[src/rtl/cmd_dispatcher.sv]
// cmd_dispatcher: matches a received command byte against a table of handler
// codes, keeps the selected handler's activate high until it reports done or
// times out, and routes that handler's transmit request to the shared UART
// transmitter. Unknown commands and timeouts answer with a NAK byte.
module cmd_dispatcher #(
    parameter int         N_HANDLERS     = 5,
    parameter int         TIMEOUT_CYCLES = 50_000_000,
    parameter logic [7:0] NAK_BYTE       = 8'h15,
    parameter int         CNT_W          = 26
) (
    input  logic                      i_clk,
    input  logic                      i_reset,
    input  logic                      i_rx_ready,
    input  logic [7:0]                i_rx_data,
    input  logic [8*N_HANDLERS-1:0]   i_cmd_codes,
    output logic [N_HANDLERS-1:0]     o_activate,
    input  logic [N_HANDLERS-1:0]     i_done,
    input  logic [8*N_HANDLERS-1:0]   i_hnd_tx_data,
    input  logic [N_HANDLERS-1:0]     i_hnd_tx_start,
    output logic [7:0]                o_tx_data,
    output logic                      o_tx_start,
    input  logic                      i_tx_active,
    input  logic                      i_tx_done,
    output logic [7:0]                o_state_code,
    output logic                      o_busy,
    output logic [7:0]                o_err_cnt
);

    localparam int SEL_W = (N_HANDLERS > 1) ? $clog2(N_HANDLERS) : 1;

    localparam logic [2:0] S_IDLE     = 3'd0;
    localparam logic [2:0] S_RUN      = 3'd1;
    localparam logic [2:0] S_NAK_SEND = 3'd2;
    localparam logic [2:0] S_NAK_WAIT = 3'd3;
    localparam logic [2:0] S_GUARD    = 3'd4;

    logic [2:0]            r_state;
    logic [SEL_W-1:0]      r_sel;
    logic [7:0]            r_state_code;
    logic [7:0]            r_err_cnt;
    logic [CNT_W-1:0]      r_cnt;
    logic                  r_first;     // high during the first RUN cycle

    logic [N_HANDLERS-1:0] w_hit;
    logic                  w_hit_any;
    logic [SEL_W-1:0]      w_hit_idx;
    logic [7:0]            w_sel_tx_data;
    logic                  w_sel_tx_start;
    logic                  w_sel_done;
    logic                  w_done_q;
    logic                  w_timeout;
    logic [7:0]            w_err_inc;

    // Per-handler match; a zero table entry marks an unused slot.
    genvar gi;
    generate
        for (gi = 0; gi < N_HANDLERS; gi++) begin : g_match
            assign w_hit[gi] = (i_rx_data == i_cmd_codes[gi*8 +: 8]) &&
                               (i_cmd_codes[gi*8 +: 8] != 8'h00);
            assign o_activate[gi] = (r_state == S_RUN) && (r_sel == SEL_W'(gi));
        end
    endgenerate

    assign w_hit_any = |w_hit;

    // Lowest matching index wins: scan downward so the lowest hit is last.
    always_comb begin
        w_hit_idx = '0;
        for (int i = N_HANDLERS - 1; i >= 0; i--) begin
            if (w_hit[i]) w_hit_idx = SEL_W'(i);
        end
    end

    // Select the running handler's transmit request and done level.
    always_comb begin
        w_sel_tx_data  = 8'h00;
        w_sel_tx_start = 1'b0;
        w_sel_done     = 1'b0;
        for (int i = 0; i < N_HANDLERS; i++) begin
            if (r_sel == SEL_W'(i)) begin
                w_sel_tx_data  = i_hnd_tx_data[i*8 +: 8];
                w_sel_tx_start = i_hnd_tx_start[i];
                w_sel_done     = i_done[i];
            end
        end
    end

    // A done level left over from the previous run is ignored on the first cycle.
    assign w_done_q  = w_sel_done && !r_first;
    assign w_err_inc = (r_err_cnt == 8'hFF) ? r_err_cnt : r_err_cnt + 8'd1;

    generate
        if (TIMEOUT_CYCLES > 0) begin : g_timeout
            assign w_timeout = (r_cnt == CNT_W'(TIMEOUT_CYCLES - 1));
        end else begin : g_no_timeout
            assign w_timeout = 1'b0;
        end
    endgenerate

    // Dispatcher state machine, error counter and timeout counter.
    always_ff @(posedge i_clk or negedge i_reset) begin
        if (!i_reset) begin
            r_state      <= S_IDLE;
            r_sel        <= '0;
            r_state_code <= 8'h00;
            r_err_cnt    <= 8'h00;
            r_cnt        <= '0;
            r_first      <= 1'b0;
        end else begin
            case (r_state)
                S_IDLE: begin
                    if (i_rx_ready) begin
                        if (w_hit_any) begin
                            r_state      <= S_RUN;
                            r_sel        <= w_hit_idx;
                            r_state_code <= i_rx_data;
                            r_cnt        <= '0;
                            r_first      <= 1'b1;
                        end else begin
                            r_state   <= S_NAK_SEND;
                            r_err_cnt <= w_err_inc;
                        end
                    end
                end
                S_RUN: begin
                    r_first <= 1'b0;
                    if (w_done_q) begin
                        r_state      <= S_IDLE;
                        r_state_code <= 8'h00;
                    end else if (w_timeout) begin
                        r_state   <= S_GUARD;
                        r_err_cnt <= w_err_inc;
                    end else begin
                        r_cnt <= r_cnt + 1'b1;
                    end
                end
                S_GUARD: begin
                    if (!i_tx_active) r_state <= S_NAK_SEND;
                end
                S_NAK_SEND: begin
                    if (!i_tx_active) r_state <= S_NAK_WAIT;
                end
                S_NAK_WAIT: begin
                    if (i_tx_done) begin
                        r_state      <= S_IDLE;
                        r_state_code <= 8'h00;
                    end
                end
                default: r_state <= S_IDLE;
            endcase
        end
    end

    // Transmitter mux: handler passthrough in RUN, NAK byte in the NAK states.
    always_comb begin
        o_tx_data  = 8'h00;
        o_tx_start = 1'b0;
        case (r_state)
            S_RUN: begin
                o_tx_data  = w_sel_tx_data;
                o_tx_start = w_sel_tx_start;
            end
            S_NAK_SEND: begin
                o_tx_data  = NAK_BYTE;
                o_tx_start = !i_tx_active;
            end
            S_NAK_WAIT: begin
                o_tx_data  = NAK_BYTE;
            end
            default: begin
                o_tx_data  = 8'h00;
                o_tx_start = 1'b0;
            end
        endcase
    end

    assign o_state_code = r_state_code;
    assign o_busy       = (r_state != S_IDLE);
    assign o_err_cnt    = r_err_cnt;

endmodule

[config.mk]
export PLATFORM = sky130hd
export DESIGN_NAME = cmd_dispatcher
export DESIGN_NICKNAME = d
export VERILOG_FILES = /design/src/rtl/cmd_dispatcher.sv
export SDC_FILE = /design/constraint.sdc
export NUM_CORES = 1
export LEC_CHECK = 0
export ABC_AREA = 0
export BUFFER_PORTS_ARGS = -buffer_cell sky130_fd_sc_hd__clkbuf_2
export CAP_MARGIN = 20
export CORE_ASPECT_RATIO = 2
export CORE_MARGIN = 2
export CORE_UTILIZATION = 55
export CTS_BUF_LIST = sky130_fd_sc_hd__clkbuf_2 sky130_fd_sc_hd__clkbuf_4 sky130_fd_sc_hd__clkbuf_8
export DETAILED_ROUTE_END_ITERATION = 8
export GPL_ROUTABILITY_DRIVEN = 0
export PLACE_DENSITY = 0.88
export SYNTH_ARGS = -nofsm -noshare
export SYNTH_HDL_FRONTEND = slang
export SYNTH_SLANG_ARGS = --single-unit
[constraint.sdc]
create_clock -name i_clk -period 6.2 [get_ports i_clk]
set_input_delay 0.31 -clock i_clk [delete_from_list [all_inputs] [get_ports i_clk]]
set_output_delay 0.31 -clock i_clk [all_outputs]
set_load 0.005 [all_outputs]
# == After elaboration in Yosys (flattened, before gate mapping) ==
# Cells that the tools add are included.
# totals
elab_cells,114
reg_bits,49
in_bits,103
out_inout_bits,31
# op_classes
n_reduce_logical,31
mux,49
n_eq_ne,26
add_sub_neg,2
# op_table
cell,n
8-bit 2-to-1 mux,14
26-bit 2-to-1 mux,4
26-bit case mux with 2 select lines,1
8-bit equality test,5
8-bit nonzero test,5
3-bit 2-to-1 mux,11
8-bit case mux with 2 select lines,2
"26-bit by 1-bit adder with 26-bit output, second input constant",1
"26-bit equality test, second input constant",1
8-bit case mux with 3 select lines,1
"2-bit != test, second input constant",10
5-bit AND reduction,4
3-bit case mux with 5 select lines,1
"3-bit by 2-bit equality test with 1-bit output, second input constant",4
1-bit 2-to-1 mux,12
1-bit logical AND,11
"8-bit by 1-bit adder with 8-bit output, second input constant",1
"8-bit equality test, second input constant",1
"3-bit by 1-bit equality test with 1-bit output, second input constant",2
"3-bit equality test, second input constant",2
3-bit logical NOT,2
3-bit AND reduction,2
3-bit nonzero test,2
5-bit OR reduction,1
other kinds (6),8

# == Depth between registers and ports, before layout ==
# depth
word_depth,9
depth_mapped,9
depth_no_buf,8

# == Worst setup path before layout ==
# OpenSTA, ideal clock, no wires.
# synth_timing
kind,register to register
startpoint,register r_sel[0]
endpoint,register r_cnt[20]
stages_incl_launch_ff,10
period_less_slack_ns,2.392
setup_slack_ns,3.808
arrival_ns,2.325
setup_ns,0.066
n_path_buf,2
t_required_ns,6.134
path_cell_list,dfrtp_1 > buf_6 > mux4_2 > a221oi_2 > o31ai_2 > nand2_4 > o211ai_4 > buf_6 > or4_1 > nand2_1
# synth_via
elab_chain_len,9
word_cells_on_any_way,13
classes_between,eq/ne: 5; mux: 5; reduce/logical: 3
# synth_rtl
element,line,source
"start, declared",38,logic [SEL_W-1:0] r_sel;
"start signal, assigned",115,r_sel <= w_hit_idx;
3-bit logical NOT,80,if (r_sel == SEL_W'(i)) begin
1-bit 2-to-1 mux (4 in a row),80,
1-bit 2-to-1 mux *,80,
1-bit logical AND *,89,assign w_done_q = w_sel_done && !r_first;
2-bit != test (no source line) *,n/a,
5-bit AND reduction (no source line) *,n/a,
"end signal, assigned",134,r_cnt <= r_cnt + 1'b1;
"end, declared",41,logic [CNT_W-1:0] r_cnt;
# Mark *: on every way between the ends. The rest lies on a longest branch, timed or not.
# A chain may end at the register's enable or synchronous reset.

# == Worst setup path in the final report ==
# layout_timing
startpoint,register r_sel[0]
endpoint,register r_cnt[19]
# Same word-level chain as after synthesis.

==> out/metrics.cfg <==
[outcome]
status = complete, no violations

[synthesis]
synth_cells = 405
synth_flop_cell = dfrtp_1
synth_area_per_cell_sq_um = 8.80
synth-edff-count = 0
yosysSeqAreaShare = 0.344
ys_async_sr_fraction = 1.00
ys_warn_count = 0
synth_nets = 510
ys_types = 53
synth.largest_area_cell = dfrtp_1
syn_area_sq_mm = 0.00356
synthTopCellsByArea = dfrtp_1 (34%), xor2_1 (11%), mux4_2 (4.4%)
synth-seq-cells = 49
yosysTopAreaCellShare = 0.344

[pwr]
cellPowerDensity_mw_per_mm2 = 215
max-vdd-ir-drop_mv = 0.178
power.leakage_nw = 2.07
finalPower_mw = 0.937

[die]
core_sq_mm = 0.00631
pin_count = 134
die_h_um = 118
initial_core_util = 0.565
rows = 41
dieArea_sq_mm = 0.00718
fp.dieW_um = 60.9

[worst_setup_path]
crit_path_end_kind = flip-flop
start_kind = flip-flop
cp_max_fo = 23
max_stage_delay_ns = 0.95
worstSetupPathType = reg2reg
startpoint = r_sel[0]
required_ns = 6.44
cp_data_arrival_time_ns = 3.52
cpMaxStageDelayCell = nor3b_1
cp_cell_sequence = nor3b_1 > a221oi_2 > o31ai_2 > nand2_4 > o21ai_1 > nand4b_1 > mux2i_1
r2r-start = r_sel[0]
critPathTopFamily = simple AND/OR/NAND/NOR gates
cp.buffers_inverters = 0

[global_routing]
antenna_found_initial = 0
grt_pass1_wl_um = 16400
grt.busiest_layer = met2
met1_usage = 0.299
grt-ovfl-total = 0
use_met3 = 0.0637
gr-usage-all-layers = 0.302
grt_max_degree = 50
grt_pass1_vias = 3694
grt_use_met2 = 0.532

[final_layout]
syn_to_final_growth_pct = 22.3
layout_common_cells = clkbuf_2 (133), dfrtp_1 (49), xor2_1 (44)
n_antenna_cell = 0
utilization = 0.691
postLayoutCellArea_sq_mm = 0.00436
layout_commonest_cell = clkbuf_2
fin_nets = 628
stdcell_count = 610
drive_gt1_frac = 0.298

[clock_tree]
cts_root_buf = clkbuf_8
numCtsBuffers = 5
cts_tree = yes
worstSkewPairLatency_ns = 0.32
post-cts-setup-buffers = 0
path_clk_slew_ns = 0.09
htreeDepth = 2
cts_sinks = 49
clockBufferDepth = 2
cts_resized = 0
cts-hold-fix-buffers = 0

[placed_design]
post-place-ws_ns = 2.97
place_area_sq_mm = 0.00424
place_inst = 602
dp_hpwl_um = 8220
io_buffers = 133

[sta]
setup_tns_ns = 0
skew_ns = 0.00571
setup_ws_ns = 2.92
hold_viol = 0
holdWs_ns = 0.0786
fmax_mhz = 305
drv_slew = 0
tightest_slew_ns = 0.992
rsz0062_at_grt = false
period_needed_ns = 3.28
relSlewSlack = 0.337
finalSetupViolations = 0
fin_crit_sh = 0.529

[min_path]
hold_path_class = in2async

[detailed_routing]
detail_route.wl_per_cell_um = 16.7
avgViaCountPerCell = 6.03
vias = 3680
drt_iter0_markers = 159
ant_nets = 0
wirelength_um = 10200
drc = 0
firstDrtPassIters = 5

[job]
cap_violations = 0

## kinds of logic (layout without fill, tap and decap cells)
family,after synthesis,in the layout,synth area share
AOI/OAI and AO/OA,96,96,0.181
and+or+nand+nor,161,161,0.238
DFF,49,49,0.344
muxes,12,12,0.0583
xor gates and xnor gates,53,53,0.130
adders and majority gates,2,2,0.00702
buffers and inverters,32,151,0.0414
## final timing paths
kind	to	slack [ns]	cells past startpoint
hold reg to reg	o_err_cnt[6]	0.49	1
max in group asynchronous	r_state[0]	5.70	2
setup / recovery	r_cnt[19]	2.92	7
setup reg to reg	r_cnt[19]	2.92	7
min in group i_clk	o_state_code[1]	0.40	2
hold / removal	o_err_cnt[5]	0.08	2
## synthesized netlist by cell type (8+ instances only)
cell / count
dfrtp_1: 49
xor2_1: 44
nand2_1: 37
nor2_1: 29
a21oi_1: 26
o21ai_0: 20
nor4_1: 19
nand3_1: 16
clkbuf_1: 11
nand4_1: 11
buf_2: 10
or3_1: 10
a22oi_1: 9
and3_1: 9
xnor2_1: 9
a22o_1: 8
nor3_1: 8
o211ai_1: 8
## flip-flops by register name (all words and copies together) (netlist names)
signal	flops
o_state_code	8
r_sel	3
r_cnt	26
r_first	1
r_state	3
o_err_cnt	8
## where the power goes
part           leakage, nW  switching (mW)  internal [mW]  total, mW
logic                 1.35           0.161          0.134      0.295
clock network       0.0574           0.110          0.131      0.242
registers            0.671          0.0524          0.347      0.400
## routing by layer
metal	vias to the layer above	share of wire
met5	-	0
met4	0	0.050
met3	43	0.053
met2	172	0.56
met1	1725	0.34
li1	1740	-
## worst reg2reg max path, stage by stage (launching register included)
cell and delay, ns:
dfrtp_1 0.71, nor3b_1 0.95, a221oi_2 0.18, o31ai_2 0.22, nand2_4 0.18, o21ai_1 0.56
nand4b_1 0.22, mux2i_1 0.19
## final cells by class
cell class / count / area [sq um]
clock inverters: 2 / 37.5
clock buffers: 6 / 82.6
repair buffers: 135 / 681
fillers: 472 / 1950
flip-flops and latches: 49 / 1230
inverters: 8 / 30.0
well taps: 86 / 108
multi-input cells: 324 / 2190
Power figures use the tool's default switching activity.
